==> config.mk <==
export PLATFORM = sky130hd
export DESIGN_NAME = bcd_serial_addsub_ctrl_flat
export DESIGN_NICKNAME = d
export VERILOG_FILES = /design/src/rtl/bcd_pkg.sv /design/src/rtl/bcd_serial_addsub_ctrl_if.sv /design/src/rtl/bcd_digit_add.sv /design/src/rtl/bcd_serial_addsub_ctrl.sv /design/src/flat_wrapper.sv
export SDC_FILE = /design/constraint.sdc
export NUM_CORES = 1
export LEC_CHECK = 0
export ABC_AREA = 1
export BUFFER_PORTS_ARGS = -buffer_cell sky130_fd_sc_hd__buf_2
export CAP_MARGIN = 30
export CORE_MARGIN = 2
export CORE_UTILIZATION = 51
export DETAILED_ROUTE_END_ITERATION = 6
export PLACE_DENSITY = 0.84
export REMOVE_ABC_BUFFERS = 1
export SLEW_MARGIN = 30
export SYNTH_ARGS = -nofsm -noshare
export SYNTH_HDL_FRONTEND = slang
export SYNTH_SLANG_ARGS = --single-unit
export TNS_END_PERCENT = 20
==> constraint.sdc <==
create_clock -name clk -period 2.9 [get_ports clk]
set_input_delay 0.58 -clock clk [delete_from_list [all_inputs] [get_ports clk]]
set_output_delay 0.58 -clock clk [all_outputs]
set_load 0.02 [all_outputs]
==> src/rtl/bcd_pkg.sv <==
// Shared definitions for the digit-serial BCD add/subtract sequencer.
package bcd_pkg;

    localparam int          BCD_W    = 4;
    localparam logic [3:0]  BCD_NINE = 4'd9;
    localparam logic [3:0]  BCD_SIX  = 4'd6;

    typedef enum logic [1:0] {
        IDLE = 2'd0,
        RUN  = 2'd1,
        DONE = 2'd2
    } state_t;

endpackage

==> src/rtl/bcd_serial_addsub_ctrl_if.sv <==
// Operand request / result handshake bundle for the serial BCD add/subtract block.
interface bcd_serial_addsub_ctrl_if #(
    parameter int NDIG = 4
);

    logic                in_valid;
    logic                in_ready;
    logic [4*NDIG-1:0]   a;
    logic [4*NDIG-1:0]   b;
    logic                sub;
    logic                out_valid;
    logic                out_ready;
    logic [4*NDIG-1:0]   sum;
    logic                cout;
    logic                bcd_err;

    // Requester side: supplies operands, consumes the result.
    modport master (
        output in_valid, a, b, sub, out_ready,
        input  in_ready, out_valid, sum, cout, bcd_err
    );

    // Sequencer side.
    modport slave (
        input  in_valid, a, b, sub, out_ready,
        output in_ready, out_valid, sum, cout, bcd_err
    );

endinterface

==> src/rtl/bcd_digit_add.sv <==
// Single-digit BCD adder: binary add of two digits plus carry, then +6 decimal correction.
module bcd_digit_add
    import bcd_pkg::*;
(
    input  logic             cin,
    input  logic [BCD_W-1:0] x,
    input  logic [BCD_W-1:0] y,
    output logic [BCD_W-1:0] s,
    output logic             cout
);

    logic [BCD_W:0] raw;
    logic           corr;

    // Binary sum, then correct by +6 whenever the raw sum exceeds 9.
    always_comb begin
        // NOTE: every combinational output gets a default first, so no path leaves it unassigned and no latch is inferred.
        raw  = '0;
        corr = 1'b0;
        s    = '0;
        raw  = {1'b0, x} + {1'b0, y} + {{BCD_W{1'b0}}, cin};
        corr = raw[BCD_W] | (raw[3] & raw[2]) | (raw[3] & raw[1]);
        s    = corr ? (raw[BCD_W-1:0] + BCD_SIX) : raw[BCD_W-1:0];
    end

    assign cout = corr;

endmodule

==> src/rtl/bcd_serial_addsub_ctrl.sv <==
// Digit-serial packed-BCD add/subtract sequencer around one shared single-digit BCD adder.
module bcd_serial_addsub_ctrl
    import bcd_pkg::*;
#(
    parameter int NDIG = 4
)(
    input  logic                       clk,
    input  logic                       rst_n,
    bcd_serial_addsub_ctrl_if.slave    bus
);

    localparam int             W    = BCD_W * NDIG;
    localparam int             CW   = $clog2(NDIG) + 1;
    localparam logic [CW-1:0]  LAST = CW'(NDIG - 1);

    state_t             state;
    logic [CW-1:0]      cnt;
    logic [W-1:0]       a_sh;
    logic [W-1:0]       b_sh;
    logic [W-1:0]       res_sh;
    logic               sub_r;
    logic               carry_r;
    logic               in_ready_r;
    logic               out_valid_r;
    logic [W-1:0]       sum_r;
    logic               cout_r;
    logic               bcd_err_r;

    logic [BCD_W-1:0]   y_dig;
    logic [BCD_W-1:0]   d_sum;
    logic               d_cout;
    logic [W-1:0]       res_next;
    logic               err_in;

    // Operand B digit, replaced by its 9's complement when subtracting.
    always_comb begin
        y_dig = sub_r ? (BCD_NINE - b_sh[BCD_W-1:0]) : b_sh[BCD_W-1:0];
    end

    bcd_digit_add u_digit_add (
        .cin  (carry_r),
        .x    (a_sh[BCD_W-1:0]),
        .y    (y_dig),
        .s    (d_sum),
        .cout (d_cout)
    );

    // New digit enters the result at the most-significant end; after NDIG shifts digit 0 sits at the bottom.
    always_comb begin
        res_next = (res_sh >> BCD_W) | (W'(d_sum) << (W - BCD_W));
    end

    // Flag any operand digit above 9 at the moment of acceptance.
    always_comb begin
        err_in = 1'b0;
        for (int i = 0; i < NDIG; i++) begin
            if ((bus.a[BCD_W*i +: BCD_W] > BCD_NINE) || (bus.b[BCD_W*i +: BCD_W] > BCD_NINE)) begin
                err_in = 1'b1;
            end
        end
    end

    // Sequencer: accept operands, run one digit per cycle LSD first, hold the result until taken.
    always_ff @(posedge clk or negedge rst_n) begin
        if (!rst_n) begin
            state       <= IDLE;
            cnt         <= '0;
            a_sh        <= '0;
            b_sh        <= '0;
            res_sh      <= '0;
            sub_r       <= 1'b0;
            carry_r     <= 1'b0;
            in_ready_r  <= 1'b1;
            out_valid_r <= 1'b0;
            sum_r       <= '0;
            cout_r      <= 1'b0;
            bcd_err_r   <= 1'b0;
        end else begin
            // NOTE: state registers use non-blocking assignments so every register samples pre-edge values.
            case (state)
                IDLE: begin
                    if (bus.in_valid && in_ready_r) begin
                        a_sh       <= bus.a;
                        b_sh       <= bus.b;
                        sub_r      <= bus.sub;
                        carry_r    <= bus.sub;
                        cnt        <= '0;
                        bcd_err_r  <= err_in;
                        in_ready_r <= 1'b0;
                        state      <= RUN;
                    end
                end
                RUN: begin
                    a_sh    <= a_sh >> BCD_W;
                    b_sh    <= b_sh >> BCD_W;
                    res_sh  <= res_next;
                    carry_r <= d_cout;
                    cnt     <= cnt + 1'b1;
                    if (cnt == LAST) begin
                        sum_r  <= res_next;
                        cout_r <= d_cout;
                        state  <= DONE;
                    end
                end
                DONE: begin
                    if (out_valid_r && bus.out_ready) begin
                        out_valid_r <= 1'b0;
                        in_ready_r  <= 1'b1;
                        state       <= IDLE;
                    end else begin
                        out_valid_r <= 1'b1;
                    end
                end
                default: begin
                    state <= IDLE;
                end
            endcase
        end
    end

    assign bus.in_ready  = in_ready_r;
    assign bus.out_valid = out_valid_r;
    assign bus.sum       = sum_r;
    assign bus.cout      = cout_r;
    assign bus.bcd_err   = bcd_err_r;

endmodule

==> src/flat_wrapper.sv <==
// flat-port wrapper written by rule: the top's interface ports become plain ports
module bcd_serial_addsub_ctrl_flat import bcd_pkg::*;
#(
    parameter int NDIG = 4
)
  (clk, rst_n, bus_in_valid, bus_a, bus_b, bus_sub, bus_out_ready, bus_in_ready, bus_out_valid, bus_sum, bus_cout, bus_bcd_err);
  bcd_serial_addsub_ctrl_if #(.NDIG(NDIG)) bus_i ();
  input  logic clk;
  input  logic rst_n;
  input wire logic [$bits(bus_i.in_valid)-1:0] bus_in_valid;
  input wire logic [$bits(bus_i.a)-1:0] bus_a;
  input wire logic [$bits(bus_i.b)-1:0] bus_b;
  input wire logic [$bits(bus_i.sub)-1:0] bus_sub;
  input wire logic [$bits(bus_i.out_ready)-1:0] bus_out_ready;
  output wire logic [$bits(bus_i.in_ready)-1:0] bus_in_ready;
  output wire logic [$bits(bus_i.out_valid)-1:0] bus_out_valid;
  output wire logic [$bits(bus_i.sum)-1:0] bus_sum;
  output wire logic [$bits(bus_i.cout)-1:0] bus_cout;
  output wire logic [$bits(bus_i.bcd_err)-1:0] bus_bcd_err;
  assign bus_i.in_valid = bus_in_valid;
  assign bus_i.a = bus_a;
  assign bus_i.b = bus_b;
  assign bus_i.sub = bus_sub;
  assign bus_i.out_ready = bus_out_ready;
  assign bus_in_ready = bus_i.in_ready;
  assign bus_out_valid = bus_i.out_valid;
  assign bus_sum = bus_i.sum;
  assign bus_cout = bus_i.cout;
  assign bus_bcd_err = bus_i.bcd_err;
  bcd_serial_addsub_ctrl #(.NDIG(NDIG)) u_core (.clk(clk), .rst_n(rst_n), .bus(bus_i));
endmodule
---- Word-level counts from Yosys, hierarchy flattened ----
Cells that the tools add are included.
cells by class
  muxes and demuxes ....................... 22
  bitwise gates (word level) .............. 5
  magnitude comparators ................... 8
  reduce and logical (&&, ||, !) cells .... 14
  eq/ne operators ......................... 6
  add/sub/neg operators ................... 5
operators with widths
  operator             count
  $pmux 16 s2          2
  $gt 4x4->1 const B   8
  $mux 16              2
  $or 12x16->16        1
  $mux 1               8
  $mux 4               2
  $mux 2               3
  $ne 2x1->1 const B   3
  $pmux 2 s3           1
  $pmux 3 s2           1
  $reduce_and 2->1     3
  $reduce_and 3->1     2
  $add 4x4->5          1
  $add 5x1->5          1
  $add 4x3->4 const B  1
  $logic_or 1x1->1     4
  $pmux 1 s2           2
  $reduce_bool 2->1    2
  $sub 4x4->4 const A  1
  $add 3x1->3 const B  1
  $eq 3x2->1 const B   1
  $mux 3               1
  $and 1x1->1          2
  $eq 2x1->1 const B   1
  other kinds (4)      6
word-level totals
  logic and storage cells ................. 72
  output and inout port bits .............. 20
  register bits after elaboration ......... 75
  input bits .............................. 37

---- Depth between registers and ports, before layout ----
  depth after elaboration ................. 9
  depth in mapped cells ................... 16
  gate-level depth less buffers ........... 16

---- Cells and area by module ----
From an unflattened synthesis, not the netlist that was laid out.
second synthesis, totals
  cells, all modules ...................... 406
  area, all modules ....................... 3,419.5 um2
by module, submodules not included
  module                  cells each  times used  area each (um2)  sequential area each (um2)
  bcd_serial_addsub_ctrl  360         1           3,113.0          1,778.0
  bcd_digit_add           46          1           306.5            0.0

---- Worst setup path after synthesis ----
No wires, ideal clock.
  kind .................................... flip-flop to flip-flop
  start point ............................. register u_core.sub_r
  end point ............................... register u_core.sum_r[15], in the netlist u_core.bus.sum[15]
  setup time .............................. 117 ps
  clock period less this slack ............ 2,162 ps
  required time ........................... 2,783 ps
  arrival time ............................ 2,045 ps
  cell stages (with the launch flop) ...... 15
  path buffers ............................ 0
  setup slack ............................. 738 ps
  path through ............................ dfrtp_1 -> xor2_1 -> fa_1 -> inv_1 -> fa_1 -> or2_1 -> nand2_1 -> inv_1 -> ha_1 -> nand3_1 -> nand2_1 -> nand2_1 -> nand2_1 -> nand2_1 -> nand2_1
on the way
  longest elaborated chain between the ends .. 8
  elaborated cells between the ends (all ways) .. 10
  those cells by class .................... add/sub: 3; mux: 2; bitwise: 5
ends and longest elaborated chain
  element                                              line                           RTL
  start, declared                                      bcd_serial_addsub_ctrl.sv:21   logic sub_r;
  start signal, assigned                               bcd_serial_addsub_ctrl.sv:85   sub_r <= bus.sub;
  $mux 4 (*)                                           bcd_serial_addsub_ctrl.sv:37   y_dig = sub_r ? (BCD_NINE - b_sh[BCD_W-1:0]) : b_sh[BCD_W-1:0];
  $add 4x4->5 (*)                                      bcd_digit_add.sv:21            raw = {1'b0, x} + {1'b0, y} + {{BCD_W{1'b0}}, cin};
  $add 5x1->5 (*)                                      bcd_digit_add.sv:21
  branches (longest 3 deep; another with $add 4x3->4)  n/a
  $mux 4 (*)                                           bcd_digit_add.sv:23            s = corr ? (raw[BCD_W-1:0] + BCD_SIX) : raw[BCD_W-1:0];
  $or 12x16->16 (*)                                    bcd_serial_addsub_ctrl.sv:50   res_next = (res_sh >> BCD_W) | (W'(d_sum) << (W - BCD_W));
  end signal, assigned                                 bcd_serial_addsub_ctrl.sv:100  sum_r <= res_next;
  end, declared                                        bcd_serial_addsub_ctrl.sv:25   logic [W-1:0] sum_r;
Every way passes the cells marked *.
A chain may end at the register's enable or synchronous reset.

---- Worst setup path in the final report ----
Same ends and word-level chain as after synthesis.

==> flow_summary.toml <==
[floorplanning]
io-pin-count = 57
coreArea_um2 = 6680
row_count = 30
die_area_um2 = 7480
initial_core_util = 0.520
die_width_um = 86.5
die_y_um = 86.5

[detailed_routing]
wirelength_mm = 6.86
vias = 2689
wire_per_inst_um = 13.5
drt_pass1_iterations = 4
drt-initial-drc-count = 92
postRouteAntennaNets = 0
drc_errors = 0
drt-vias-per-instance = 5.28

[hold_path]
min_path_type = "input port to async pin"

[place]
pre_cts_ws_ns = 0.555
port-buffer-count = 56
gp_congestion = 0.861
place_hpwl_mm = 4.74

[synthesis]
synth_edf_count = 0
synth_common_cells = "nand2_1 (100), dfrtp_1 (70), inv_1 (45), o21ai_0 (27), o21ai_1 (25)"
avgSynthCellArea_um2 = 9.38
synth_cell_types = 39
synth_top_area_cell = "dfrtp_1"
ys_ff_latch = 71
synth_ff_type = "dfrtp_1"
yosysMostFrequentCell = "nand2_1"
seq_area_frac_synth = 0.512
syn-instance-count = 370
synth_top_area_share = 0.505
async_flop_share = 1.00
synth.area.top_cells = "dfrtp_1 (50%), nand2_1 (11%), o211ai_2 (5.0%)"
ys_warn_count = 0
netlist_area_um2 = 3470

[sta]
finalCritPeriodShare = 0.820
finalWorstSetupSlack_ns = 0.523
slew_headroom = 0.527
finalMaxSlewViolations = 0
hold_violations = 0
hold_ws_ns = 0.272
fmax_mhz = 421
worst_pin_slew_ns = 0.709
setup_viol = 0
min_period_ns = 2.38
fin_skew_ns = 0.00699
setup_tns_ns = 0
rsz0062_at_grt = "false"

[global_routing]
use_met1 = 0.254
grt_pass1_vias = 2649
grt_first_pass_wirelength_mm = 11.7
grt_antenna_before_repair = 0
use_met3 = 0.0543
grt_max_degree = 44
grt.total_usage = 0.201
met2_usage = 0.326
top_usage_layer = "met2"
grt.overflow.total = 0

[worst_setup_path]
reg2reg_from = "u_core.sub_r$_DFFE_PN0P_"
timing.rr.end = "u_core.bus.sum[15]$_DFFE_PN0P_"
end_kind = "register"
cp.arrival_ns = 2.67
reg2reg_depth = 15
worstPathMaxFanout = 5
startpoint_type = "register"
worstPathRequired_ns = 3.19
crit_path_start = "u_core.sub_r$_DFFE_PN0P_"
ff2ff_setup_slack_ns = 0.52
critPathKind = "register to register"

[outcome]
outcome = "finished, final reports clean"

[clocking]
clock_latency_ns = 0.35
clk_path_buf_depth = 2
cts_hold_buffers = 0
numCtsBuffers = 9
cts.sink_count = 71
post_cts_buffers = 0
cts-htree-levels = 3
cts_tree = "yes"
path_clk_slew_ns = 0.07
cts_root_buf = "clkbuf_8"
cts-resized-gates = 0

[flow_run]
max_cap_violations = 0

[layout]
antenna_cells = 0
areaGrowthSynthToFinish_pct = 14.8
fin_nets = 470
drive_gt1_frac = 0.252
n_fill_cell = 569

[pwr]
power.leakage_nw = 2.02
power_density_nw_per_um2 = 483
max-vdd-ir-drop_v = 0.000365
[cell families after synthesis]
family,count (synthesis),share of synthesized area
compound gates,85,0.178
xor+xnor,2,0.00505
fa+ha+maj,9,0.0368
buf+inv,63,0.0887
flops,71,0.512
simple gates,140,0.179
[layer usage]
metal	vias to the layer above	share of wire
met4	0	0.020
met3	13	0.054
met5	-	0
met2	79	0.47
met1	1265	0.45
li1	1332	-
[critical path: stages, from the launching register on]
cell and delay [ns]:
dfrtp_1 0.42, xor2_1 0.20, fa_1 0.25, inv_1 0.08, fa_1 0.41, or2_1 0.24
nand2_1 0.06, inv_1 0.05, ha_1 0.20, inv_1 0.06, nand3_1 0.07, nand2_1 0.06
nand2_1 0.04, nand2_1 0.07, nand2_1 0.06, nand2_1 0.06
[how the worst max path moves through the flow]
stage,end,slack (ns),cells past startpoint
6_report,u_core.bus.sum[15]$_DFFE_PN0P_,0.52,15
5_1_grt,u_core.bus.sum[15]$_DFFE_PN0P_,0.38,15
4_1_cts,u_core.res_sh[15]$_DFFE_PN0P_,0.54,15
3_5_place_dp,u_core.bus.sum[15]$_DFFE_PN0P_,0.55,15
3_3_place_gp,u_core.bus.sum[15]$_DFFE_PN0P_,0.66,15
2_1_floorplan,u_core.res_sh[15]$_DFFE_PN0P_,0.73,15
[registers in the layout, summed over array words and instances, names as in the netlist]
register / flops
u_core.bus.bcd_err: 1
u_core.a_sh: 16
u_core.carry_r: 1
u_core.b_sh: 16
u_core.sub_r: 1
u_core.bus.sum: 16
u_core.cnt: 3
u_core.bus.in_ready: 1
u_core.bus.cout: 1
u_core.bus.out_valid: 1
u_core.res_sh: 12
u_core.state: 2
[area by class of cell]
type                       instances  area (um2)  area share
clock buffer                      11         141      0.0355
clock inverter                     5        81.3      0.0204
inverter                          48         193      0.0483
multi-input combinational        236        1390       0.348
sequential                        71        1780       0.446
tap                               80         100      0.0251
timing repair buffer              58         308      0.0772
[power breakdown]
group          internal (mW)  total (mW)  switching [mW]
Sequential             0.990       0.990               0
Clock                  0.508       0.878           0.371
Combinational         0.0230      0.0600          0.0370
[through the flow]
step / utilization / std cells / instance area, um2 / power (mW)
2_1_floorplan: - / 355 / 3360 / 1.02
3_3_place_gp: 0.563 / 493 / 3760 / 1.07
3_5_place_dp: 0.563 / 493 / 3760 / 1.07
4_1_cts: 0.597 / 509 / 3990 / 1.95
5_1_grt: 0.597 / 509 / 3990 / 1.99
6_report: 0.597 / 509 / 3990 / 1.93
[cells in the final DEF, fill, tap and decap left out, types with 2 or more instances in the layout]
master,Yosys,final
o21ai_0,27,27
dfrtp_1,70,70
inv_1,45,45
clkbuf_8,0,10
o21ai_2,5,5
a21oi_1,2,2
buf_2,7,56
ha_1,7,7
nand2_4,2,2
fa_1,2,2
inv_6,2,2
nor3_1,6,6
a221oi_2,3,3
nor2_1,7,7
nand2_1,100,100
a211oi_1,2,2
bufinv_16,0,2
xor2_1,2,2
o21ai_1,25,25
nand3_1,18,18
o211ai_2,14,14
(Power assumes the default switching activity.)
